### src/rtl/hazard_scoreboard_pkg.sv
`default_nettype none
// ============================================================================
//  Module   : hazard_pkg
//  Purpose  : Shared types for the hazard scoreboard. It holds the operand
//             forward-select encoding and the multi-cycle FSM state encoding.
//  Revision : 1.0 - initial release
// ============================================================================
package hazard_pkg;

    // Operand source select for an E-stage operand.
    typedef enum logic [1:0] {
        FWD_RF  = 2'b00,   // register file value
        FWD_WB  = 2'b01,   // forwarded from writeback
        FWD_MEM = 2'b10    // forwarded from memory stage
    } fwd_sel_e;

    // Multi-cycle unit tracking FSM.
    typedef enum logic {
        IDLE = 1'b0,
        BUSY = 1'b1
    } fsm_state_e;

endpackage : hazard_pkg
`default_nettype wire

### src/rtl/hazard_scoreboard_fwd_sel.sv
`default_nettype none
// ============================================================================
//  Module   : fwd_sel
//  Purpose  : Forward-select for a single E-stage source operand. The memory
//             stage has priority over writeback because it holds the younger
//             result.
//  Ports    : rs_i          - E-stage source register index
//             rd_m_i        - M-stage destination index
//             regwrite_m_i  - M-stage write enable
//             rd_w_i        - W-stage destination index
//             regwrite_w_i  - W-stage write enable
//             sel_o         - operand source select (FWD_RF/FWD_WB/FWD_MEM)
//  Revision : 1.0 - initial release
// ============================================================================
module fwd_sel
    import hazard_pkg::*;
#(
    parameter int AW       = 5,
    parameter int ZERO_REG = 1
) (
    input  logic [AW-1:0] rs_i,
    input  logic [AW-1:0] rd_m_i,
    input  logic          regwrite_m_i,
    input  logic [AW-1:0] rd_w_i,
    input  logic          regwrite_w_i,
    output fwd_sel_e      sel_o
);

    logic rs_live;
    logic match_m;
    logic match_w;

    // With a hardwired zero register, index 0 never carries a pending value.
    assign rs_live = (ZERO_REG == 0) || (rs_i != '0);
    assign match_m = rs_live && regwrite_m_i && (rd_m_i == rs_i);
    assign match_w = rs_live && regwrite_w_i && (rd_w_i == rs_i);

    always_comb begin
        sel_o = FWD_RF;
        if (match_m) begin
            sel_o = FWD_MEM;
        end else if (match_w) begin
            sel_o = FWD_WB;
        end
    end

endmodule : fwd_sel
`default_nettype wire

### src/rtl/hazard_scoreboard.sv
`default_nettype none
// ============================================================================
//  Module   : hazard_scoreboard
//  Purpose  : Pipeline hazard unit: operand forwarding, load-use stall,
//             branch flushes and tracking of a multi-cycle (FPU-style) unit
//             that holds the E stage until its result is ready or a latency
//             timeout fires.
//  Ports    : clk, reset                 - clock, sync active-high reset
//             Rs1D/Rs2D                  - decode-stage source indices
//             Rs1E/Rs2E/RdE              - execute-stage sources/destination
//             RdM/RdW                    - M/W destinations
//             RegWriteE/M/W              - destination write enables
//             ResultSrcE0                - E instruction is a load
//             PCJmpE                     - taken branch/jump resolved in E
//             FPUStartE/FPUDoneE         - multi-cycle op present / result valid
//             ForwardAE/ForwardBE        - operand source selects
//             StallF/D/E, FlushD/E/M     - pipeline control
//             FPUBusy                    - FSM is in BUSY
//             FPUTimeout                 - sticky multi-cycle timeout flag
//  Revision : 1.0 - initial release
// ============================================================================
module hazard_scoreboard
    import hazard_pkg::*;
#(
    parameter int NREG     = 32,
    parameter int AW       = $clog2(NREG),
    parameter int MAXLAT   = 15,          // must be >= 1
    parameter int ZERO_REG = 1
) (
    input  logic          clk,
    input  logic          reset,
    input  logic [AW-1:0] Rs1D,
    input  logic [AW-1:0] Rs2D,
    input  logic [AW-1:0] Rs1E,
    input  logic [AW-1:0] Rs2E,
    input  logic [AW-1:0] RdE,
    input  logic [AW-1:0] RdM,
    input  logic [AW-1:0] RdW,
    input  logic          RegWriteE,
    input  logic          RegWriteM,
    input  logic          RegWriteW,
    input  logic          ResultSrcE0,
    input  logic          PCJmpE,
    input  logic          FPUStartE,
    input  logic          FPUDoneE,
    output logic [1:0]    ForwardAE,
    output logic [1:0]    ForwardBE,
    output logic          StallF,
    output logic          StallD,
    output logic          StallE,
    output logic          FlushD,
    output logic          FlushE,
    output logic          FlushM,
    output logic          FPUBusy,
    output logic          FPUTimeout
);

    localparam int            CW       = $clog2(MAXLAT + 1);
    localparam logic [CW-1:0] CNT_MAX  = CW'(MAXLAT);
    localparam logic [CW-1:0] CNT_LAST = CW'(MAXLAT - 1);

    fsm_state_e    state_q;
    logic [CW-1:0] cnt_q;
    logic [CW-1:0] cnt_d;
    logic          timeout_q;

    fwd_sel_e      fwd_a;
    fwd_sel_e      fwd_b;

    logic          rde_live;
    logic          lw_stall;
    logic          mc_stall;
    logic          timeout_hit;

    // ------------------------------------------------------------------
    // Forwarding, one selector per E operand
    // ------------------------------------------------------------------
    fwd_sel #(
        .AW       (AW),
        .ZERO_REG (ZERO_REG)
    ) u_fwd_a (
        .rs_i         (Rs1E),
        .rd_m_i       (RdM),
        .regwrite_m_i (RegWriteM),
        .rd_w_i       (RdW),
        .regwrite_w_i (RegWriteW),
        .sel_o        (fwd_a)
    );

    fwd_sel #(
        .AW       (AW),
        .ZERO_REG (ZERO_REG)
    ) u_fwd_b (
        .rs_i         (Rs2E),
        .rd_m_i       (RdM),
        .regwrite_m_i (RegWriteM),
        .rd_w_i       (RdW),
        .regwrite_w_i (RegWriteW),
        .sel_o        (fwd_b)
    );

    assign ForwardAE = fwd_a;
    assign ForwardBE = fwd_b;

    // ------------------------------------------------------------------
    // Stall / flush terms
    // ------------------------------------------------------------------
    assign rde_live = (ZERO_REG == 0) || (RdE != '0);
    assign lw_stall = ResultSrcE0 && RegWriteE && rde_live &&
                      ((RdE == Rs1D) || (RdE == Rs2D));

    // The multi-cycle stall is a function of FSM state, so it is forced low
    // while reset is asserted even if the state register still reads BUSY.
    assign mc_stall = !reset &&
                      (((state_q == IDLE) && FPUStartE && !FPUDoneE) ||
                       ((state_q == BUSY) && !FPUDoneE));

    assign StallF = lw_stall | mc_stall;
    assign StallD = lw_stall | mc_stall;
    assign StallE = mc_stall;
    assign FlushM = mc_stall;
    // A held E stage must not be flushed; a pending jump simply waits for
    // the release cycle, when PCJmpE is still presented by the held E op.
    assign FlushE = (lw_stall | PCJmpE) & ~mc_stall;
    assign FlushD = PCJmpE & ~mc_stall;

    // ------------------------------------------------------------------
    // Multi-cycle FSM with saturating latency counter
    // ------------------------------------------------------------------
    assign cnt_d       = (cnt_q == CNT_MAX) ? cnt_q : cnt_q + CW'(1);
    // Fires on the BUSY cycle whose increment brings the count to MAXLAT,
    // so the FSM is back in IDLE after exactly MAXLAT busy cycles.
    assign timeout_hit = (state_q == BUSY) && !FPUDoneE && (cnt_q >= CNT_LAST);

    always_ff @(posedge clk) begin
        if (reset) begin
            state_q   <= IDLE;
            cnt_q     <= '0;
            timeout_q <= 1'b0;
        end else begin
            case (state_q)
                IDLE: begin
                    if (FPUStartE && !FPUDoneE) begin
                        state_q <= BUSY;
                        cnt_q   <= '0;
                    end
                end
                BUSY: begin
                    if (FPUDoneE) begin
                        state_q <= IDLE;
                    end else begin
                        cnt_q <= cnt_d;
                        if (timeout_hit) begin
                            state_q   <= IDLE;
                            timeout_q <= 1'b1;
                        end
                    end
                end
                default: state_q <= IDLE;
            endcase
        end
    end

    assign FPUBusy    = (state_q == BUSY);
    assign FPUTimeout = timeout_q;

endmodule : hazard_scoreboard
`default_nettype wire
### config.mk
export PLATFORM = sky130hd
export DESIGN_NAME = hazard_scoreboard
export DESIGN_NICKNAME = d
export VERILOG_FILES = /design/src/rtl/hazard_scoreboard_pkg.sv /design/src/rtl/hazard_scoreboard_fwd_sel.sv /design/src/rtl/hazard_scoreboard.sv
export SDC_FILE = /design/constraint.sdc
export NUM_CORES = 1
export LEC_CHECK = 0
export BUFFER_PORTS_ARGS = -buffer_cell sky130_fd_sc_hd__clkbuf_2
export CORE_MARGIN = 4
export CORE_UTILIZATION = 37
export DETAILED_ROUTE_END_ITERATION = 6
export PLACE_DENSITY = 0.86
export RECOVER_POWER = 50
export REMOVE_ABC_BUFFERS = 1
export SLEW_MARGIN = 20
export SYNTH_ARGS = -nofsm -noshare
export SYNTH_HDL_FRONTEND = slang
export SYNTH_SLANG_ARGS = --single-unit
### constraint.sdc
create_clock -name clk -period 1.4 [get_ports clk]
set_input_delay 0.28 -clock clk [delete_from_list [all_inputs] [get_ports clk]]
set_output_delay 0.28 -clock clk [all_outputs]
set_load 0.005 [all_outputs]
Word-level counts from Yosys, hierarchy flattened:

Index checks and enable logic that the tools add are counted.

* bits in read-only memories: 0
* memories kept: 0
* word-level logic and storage cells: 60
* output and inout bits: 12
* latch bits: 0
* input bits: 44
* bits in writable memories: 0
* bits in registers: 6

* multiplexer cells: 12
* reduce and logical (&&, ||, !) cells: 26
* add/subtract/negate cells: 1
* shifts and indexed selects: 0
* multipliers: 0
* $lt $le $gt $ge: 1
* div/mod/pow operators: 0
* bitwise gates (word level): 7
* eq/ne operators: 10

Operators by type and width (count)
* 5-bit == test: 6
* 1-bit logical AND: 17
* 5-bit nonzero test: 3
* 4-bit 2-to-1 mux: 3
* 4-bit one-hot mux with 2 select lines: 1
* 3-bit AND reduction: 2
* 1-bit 2-to-1 mux: 5
* 4-bit by 1-bit adder with 4-bit output, second input constant: 1
* 4-bit == test, second input constant: 1
* 4-bit >= comparator, second input constant: 1
* 2-bit 2-to-1 mux: 2
* 2-bit inequality test, second input constant: 2
* 1-bit NOT: 3
* 1-bit AND: 2
* 1-bit logical NOT: 2
* 1-bit logical OR: 2
* 2-bit by 1-bit inequality test with 1-bit output, second input constant: 1
* 1-bit bitwise OR: 2
* 1-bit one-hot mux with 2 select lines: 1

Longest topological paths before layout:

Gate-level depths: netlist of run 1.

* word-level depth: 7
* mapped depth: 6

By module:

Synthesis of run 1 repeated with hierarchy kept, for this count alone.

* cells, all modules: 99
* area, all modules: 772.0 um^2

By module, submodules not included
* hazard_scoreboard: cells an instance 61, seq. area each 120.1 um^2, instances 1, area each 479.2 um^2
* fwd_sel: cells an instance 19, seq. area each 0.0 um^2, instances 2, area each 146.4 um^2

Least setup slack after synthesis of run 1:

No wires, ideal clock.

* kind: in2out
* start: input port RdE[1]
* end: output port StallF
* path slack: -133 ps
* data arrival time: 1253 ps
* stages on the path: 4
* cells stage by stage: or4_1 -> o211ai_1 -> o21ai_0 -> buf_4

* cells in the longest elaborated chain, start to end: 4

RTL lines
* start: declaration: line hazard_scoreboard.sv:36 `input logic [AW-1:0] RdE,`
* 5-bit == test or 5-bit nonzero test (tied branches): line hazard_scoreboard.sv:110, hazard_scoreboard.sv:108
* 1-bit logical OR or 1-bit logical AND (tied branches): line hazard_scoreboard.sv:110, hazard_scoreboard.sv:109
* 1-bit logical AND *: line hazard_scoreboard.sv:109 `assign lw_stall = ResultSrcE0 && RegWriteE && rde_live &&`
* 1-bit bitwise OR *
* end: declaration: line hazard_scoreboard.sv:48 `output logic StallF,`

Mark *: on every way between the ends. The rest lies on a longest branch, timed or not.

Worst setup path after layout of run 1:

* start: input port Rs2E[1]
* end: output port ForwardBE[0]

* cells in the longest elaborated chain, start to end: 5

RTL lines
* start: declaration: line hazard_scoreboard.sv:35 `input logic [AW-1:0] Rs2E,`
* 5-bit nonzero test: line hazard_scoreboard_fwd_sel.sv:34 `assign rs_live = (ZERO_REG == 0) || (rs_i != '0);`
* 1-bit logical AND (2 in a row): line hazard_scoreboard_fwd_sel.sv:36 `assign match_w = rs_live && regwrite_w_i && (rd_w_i == rs_i);`
* 1-bit 2-to-1 mux: line hazard_scoreboard_fwd_sel.sv:42 `end else if (match_w) begin`
* 2-bit 2-to-1 mux *: line hazard_scoreboard_fwd_sel.sv:40 `if (match_m) begin`
* end: declaration: line hazard_scoreboard.sv:47 `output logic [1:0] ForwardBE,`

Marked as above.

==> results_dict.tcl, run 1 <==
set metrics [dict create \
    async_flop_share 0 \
    slew_violations 0 \
    ys_seq_area_frac 0.1493 \
    p_per_area_mw_per_mm2 472.6 \
    place_congestion 0.8635 \
    clkPwrFrac 0.249 \
    ios 56 \
    fp.dieH_um 54.63 \
    ys.flop_type "dfxtp_1" \
    avgSynthCellArea_um2 8.469 \
    final.fill_count 154 \
    ir_drop_mv 0.3619 \
    via_per_inst 5.075 \
    max-slew-margin-rel 0.8245 \
    setup_ws_ns -0.3808 \
    via_count 1020 \
    synthMostInstantiatedCell "xnor2_1" \
    crit_required_ns 1.12 \
    path_class "in -> out" \
    slowest_stage "or4_4" \
    p_int_uw 459.8 \
    synth.cell_area_um2 804.5 \
    grt_overflow 0 \
    power_uw 683.6 \
    design_area_mm2 0.001446 \
    dp_cells 191 \
    skew_ns 0.001876 \
    grt_max_degree 7 \
    ctsRootBufferMaster "clkbuf_4" \
    end_kind "primary output" \
    fmax_mhz 561.5 \
    dieArea_mm2 0.002984 \
    layout.nets 222 \
    stdcell_count 201 \
    dpl_cell_area_mm2 0.001219 \
    pwr-share-seq 0.259 \
    clk_pin_slew_worst_paths_ns 0.05 \
    power_frac_comb 0.492 \
    synthToLayoutAreaGrowth_pct 79.78 \
    critical_path_arrival_ns 1.50 \
    num_rows 16 \
    track_usage 0.1960 \
    clock_latency_ns 0.25 \
    synthTopCellsByArea "xnor2_1 20%, xor2_1 15%, dfxtp_1 15%, nor4_2 6.2%, nor2_1 4.2%" \
    dp_hpwl_mm 2.258 \
    drtPass1Iterations 5 \
    post-route-util 0.7153 \
    ys_top_cells_by_count "18 x xnor2_1, 14 x xor2_1, 9 x nor2_1" \
    synth_edf_count 0 \
    cp_max_fo 2 \
    portBuffers 55 \
    cts_tree "yes" \
    yosys.area.top_type "xnor2_1" \
    fin_crit_ns 1.781 \
    crit_chain "buf_6, or4_4, nor2_4, nor4_4, nor4_2, buf_2" \
    grt_pass1_wl_mm 4.319 \
    netSwitchingPower_uw 223.8 \
    slowest_delay_ns 0.54 \
    status "complete, but fails checks" \
    post-route-period-util 1.272 \
    syn_inst 95 \
    switching_share 0.3273 \
    rsz0062_at_grt "true" \
    core_area_mm2 0.002022 \
    drv_cap 0 \
    wl_per_cell_um 14.48 \
    antenna_found_initial 0 \
    start_util 0.3979 \
    routed_wl_mm 2.911 \
    grt_pass1_vias 1060 \
    numCtsBuffers 3 \
    clock_path_buffers 2 \
    cellLeakagePower_nw 0.6471 \
    fp.dieW_um 54.63 \
    post-route-drc-count 0 \
    ant_nets 0 \
    antenna_cells 0 \
    netlist.area_leader.share 0.1960 \
    htree_levels 1 \
    cp-start-kind "input port" \
    ys_seq_elements 6 \
    hold_violations 0 \
    synth.distinct_cells 28 \
    drive_above_1_share 0.5920 \
    tightest_slew_ns 0.2598 \
    yosys_warnings 0 \
    setup_viol 10 \
    numClockSinks 6 \
    hold_class "in -> reg" \
    violations "negative setup slack" \
    drtIter0Drc 9 \
]
power by group through the flow:
stage / combinational, mW / clock (mW) / sequential, mW
2_1_floorplan: 0.112 / 0 / 0.180
3_3_place_gp: 0.265 / 0 / 0.179
3_5_place_dp: 0.277 / 0 / 0.179
4_1_cts: 0.298 / 0.175 / 0.176
5_1_grt: 0.363 / 0.190 / 0.177
6_report: 0.336 / 0.170 / 0.177
critical path: cells and delay by family:
| kind | cells | cell delay [ns] |
|---|---|---|
| AND/OR/NAND/NOR | 4 | 0.98 |
| buffers and inverters | 2 | 0.24 |
layout by cell type, fill, tap and decap left out, types with 3 or more instances in the layout:
cell / synthesis / final
buf_2: 0 / 4
buf_4: 4 / 22
buf_6: 0 / 11
clkbuf_2: 0 / 42
clkbuf_4: 0 / 3
dfxtp_1: 6 / 4
nand4_1: 5 / 5
nor2_1: 9 / 9
or4_4: 2 / 3
xnor2_1: 18 / 18
xor2_1: 14 / 13
cell type report:
cell class / instances / area [um^2] / area share
inverter: 3 / 13.76 / 0.009516
multi-input combinational: 82 / 730.7 / 0.5052
tap: 27 / 33.78 / 0.02336
sequential: 6 / 122.6 / 0.08478
timing repair buffer: 80 / 523.0 / 0.3616
clock buffer: 3 / 22.52 / 0.01557
stage by stage:
stage          TNS [ns]  hold slack [ns]  worst slack, ns
2_1_floorplan   -0.3242           0.3524          -0.1311
3_3_place_gp     -1.669           0.4594          -0.3354
3_5_place_dp     -1.780           0.4597          -0.3613
4_1_cts          -2.030           0.3173          -0.3592
5_1_grt          -2.654           0.3271          -0.4565
6_report         -1.992           0.3290          -0.3808
timing repair:
action	CTS	global route
endpoints found under the hold margin	0	0
setup endpoints to repair	10	14
buffers inserted	6	4
gates resized for setup	11	29
cloned	0	0
hold buffers	0	0
pin swaps	7	3
registers in the layout (all words and copies together), names as in the netlist:
name and flops:
cnt_q 4, FPUBusy 1, FPUTimeout 1
final timing paths:
path / start / end / slack, ns / cells past startpoint
max: Rs2E[1] / ForwardBE[0] / -0.38 / 6
min: reset / FPUTimeout$_SDFFE_PP0P_ / 0.33 / 3
max reg2reg: FPUBusy$_SDFF_PP0_ / cnt_q[3]$_SDFFE_PP0P_ / 0 / 8
min reg2reg: FPUTimeout$_SDFFE_PP0P_ / FPUTimeout$_SDFFE_PP0P_ / 0.47 / 2
cells by family after synthesis:
family          after synthesis  synth area share
flops                         6            0.1493
compound gates               11            0.1042
xor+xnor                     32            0.3484
buf+inv                       7           0.05132
simple gates                 37            0.3157
fa+ha+maj                     2           0.03110
layer usage:
metal  routed length, um  vias up  GRT usage  share of wire
met2                1661       45     0.3701           0.57
met5                   0        -          0              0
met4                  57        0    0.09129          0.020
met1                 993      475     0.2090           0.34
met3                 199        5    0.02725          0.068
li1                    -      495          -              -
Power figures use the tool's default switching activity.
==> run 2: changes to the inputs <==
Settings changed: CORE_UTILIZATION 37 to 36, PLACE_DENSITY 0.86 to 0.85, SYNTH_HIERARCHICAL set to 1.
==> results_dict.tcl, run 2 <==
set metrics [dict create \
    status "complete, but fails checks" \
    violations "negative setup slack" \
    synth_top_family_by_area "XOR/XNOR gates" \
    r2r-start "FPUBusy$_SDFF_PP0_" \
    dieArea_mm2 0.002949 \
    post-route-drc-count 0 \
    ys_seq_area_frac 0.1556 \
    synthAdderAreaFrac 0.03241 \
    netSwitchingPower_uw 229.5 \
    grt_pass1_vias 1026 \
    ys_top_cells_by_count "18 x xor2_1, 12 x xnor2_1, 10 x nor2_1" \
    critical_path_arrival_ns 1.38 \
    hp-start "reset" \
    antenna_found_initial 0 \
    via_per_inst 5.378 \
    cellLeakagePower_nw 0.6674 \
    synthTopCellsByArea "xor2_1 20%, dfxtp_1 16%, xnor2_1 14%, nor2_1 4.9%, and2_1 4.1%" \
    fmax_mhz 604.1 \
    rsz0062_at_grt "true" \
    cts-hold-fix-buffers 0 \
    htree_levels 1 \
    fin_hold_ws_ns 0.3542 \
    layout.nets 217 \
    fin_crit_ns 1.655 \
    numClockSinks 6 \
    setup_ws_ns -0.2553 \
    grt_max_degree 7 \
    stdcell_count 196 \
    final_common_cell "clkbuf_2" \
    yosys.area_share.simple 0.2820 \
    clk_pin_slew_worst_paths_ns 0.05 \
    p_per_area_mw_per_mm2 479.1 \
    place_congestion 0.8476 \
    yosys.area.top_type "xor2_1" \
    numCtsBuffers 3 \
    ant_nets 0 \
    cts_tree "yes" \
    ys_seq_elements 6 \
    drtIter0Drc 16 \
    dpl_cell_area_mm2 0.001126 \
    ios 56 \
    pwr-share-seq 0.258 \
    fp.dieW_um 54.31 \
    post-route-util 0.7163 \
    tightest_slew_ns 0.3834 \
    crit_required_ns 1.12 \
    wl_per_cell_um 17.34 \
    dp_cells 187 \
    clkPwrFrac 0.231 \
    avgSynthCellArea_um2 7.798 \
    num_rows 16 \
    drive_above_1_share 0.5740 \
    path_class "in -> out" \
    grt-busiest-layer "met2" \
    synth_xor_area_frac 0.3404 \
    layout_common_cells "36 x clkbuf_2, 16 x buf_4, 13 x xor2_1" \
    grtUsageMet1 0.2143 \
    power_frac_comb 0.512 \
    netlist.area_leader.share 0.2042 \
    drv_cap 0 \
    cp_max_fo 3 \
    hold_violations 0 \
    cp-start-kind "input port" \
    clock_latency_ns 0.24 \
    final.fill_count 137 \
    grt_overflow 0 \
    via_count 1054 \
    design_area_mm2 0.001434 \
    fp.dieH_um 54.31 \
    yosys_warnings 6 \
    tns_ns -1.293 \
    drtPass1Iterations 4 \
    end_kind "primary output" \
    portBuffers 55 \
    ir_drop_mv 0.3700 \
    hold_class "in -> reg" \
    synthMostInstantiatedCell "xor2_1" \
    core_area_mm2 0.002002 \
    crit_path_start "Rs1E[1]" \
    post-route-period-util 1.182 \
    synth_edf_count 0 \
    synthToLayoutAreaGrowth_pct 85.74 \
    track_usage 0.1995 \
    synth.distinct_cells 27 \
    synth_compound_area_frac 0.1183 \
    routed_wl_mm 3.398 \
    ctsRootBufferMaster "clkbuf_4" \
    p_int_uw 457.5 \
    switching_share 0.3340 \
    syn_inst 99 \
    max-slew-margin-rel 0.7423 \
    setup_viol 8 \
    async_flop_share 0 \
    clock_path_buffers 2 \
    largest_register_ff_count 4 \
    antenna_cells 0 \
    dp_hpwl_mm 2.226 \
    slew_violations 0 \
    met2_usage 0.3765 \
    synth.cell_area_um2 772.0 \
    start_util 0.3856 \
    ys.flop_type "dfxtp_1" \
    synth_mux_area_frac 0.01297 \
    grt_pass1_wl_mm 4.409 \
    regMostFlops "cnt_q" \
    use_met3 0.01907 \
    skew_ns 0.001436 \
]
run 2: cell types whose count changed after synthesis, sizes merged, moves of 3 or more:
cell / delta
o21ai: +3
xnor2: -6
and2: +3
xor2: +4
a21oi: +3
run 2: logic make-up after synthesis:
| group | Yosys count |
|---|---|
| adder cells (fa/ha/maj) | 2 |
| multiplexers | 1 |
| buffers and inverters | 8 |
| AND/OR/NAND/NOR | 38 |
| flip-flops | 6 |
| AO/OA/AOI/OAI | 14 |
| XOR/XNOR | 30 |
run 2: power by group through the flow:
stage	Sequential, mW	Combinational (mW)	Clock [mW]
floorplan	0.180	0.104	0
finish	0.177	0.352	0.158
global placement	0.179	0.239	0
detailed placement	0.179	0.252	0
CTS	0.177	0.278	0.159
global route	0.177	0.376	0.175
run 2: timing repair:
item / 4_1_cts / 5_1_grt
buffers inserted: 1 / 6
pin swaps: 9 / 18
endpoints found under the setup margin: 8 / 9
gates resized for setup: 20 / 49
run 2: per-stage QoR:
stage | worst slack, ns | power [mW]
6_report | -0.2553 | 0.6870
5_1_grt | -0.2842 | 0.7274
2_1_floorplan | 0.04873 | 0.2841
4_1_cts | -0.2359 | 0.6133
3_5_place_dp | -0.2886 | 0.4310
3_3_place_gp | -0.1765 | 0.4179
run 2: worst paths after layout:
path                             end  slack (ns)  cells after the start
max                     ForwardAE[1]       -0.26                      5
min            cnt_q[3]$_SDFFE_PP0P_        0.35                      3
max reg2reg    cnt_q[3]$_SDFFE_PP0P_       -0.05                      4
min reg2reg  FPUTimeout$_SDFFE_PP0P_        0.48                      2
run 2: layout make-up:
type / count / area (um^2) / area share
timing repair buffer: 71 / 485.5 / 0.3386
clock buffer: 3 / 22.52 / 0.01571
sequential: 6 / 122.6 / 0.08551
inverter: 4 / 15.01 / 0.01047
tap: 27 / 33.78 / 0.02356
multi-input combinational: 85 / 754.5 / 0.5262
run 2: critical path, cell delays in order:
cell and delay (ns):
buf_8 0.11, or4_4 0.55, nor2_4 0.12, and3b_1 0.20, clkbuf_2 0.12
run 2: per-layer routing:
layer,vias up,wire length [um]
met5,-,0
met4,0,133
met3,16,255
met2,65,1823
met1,493,1185
li1,480,-
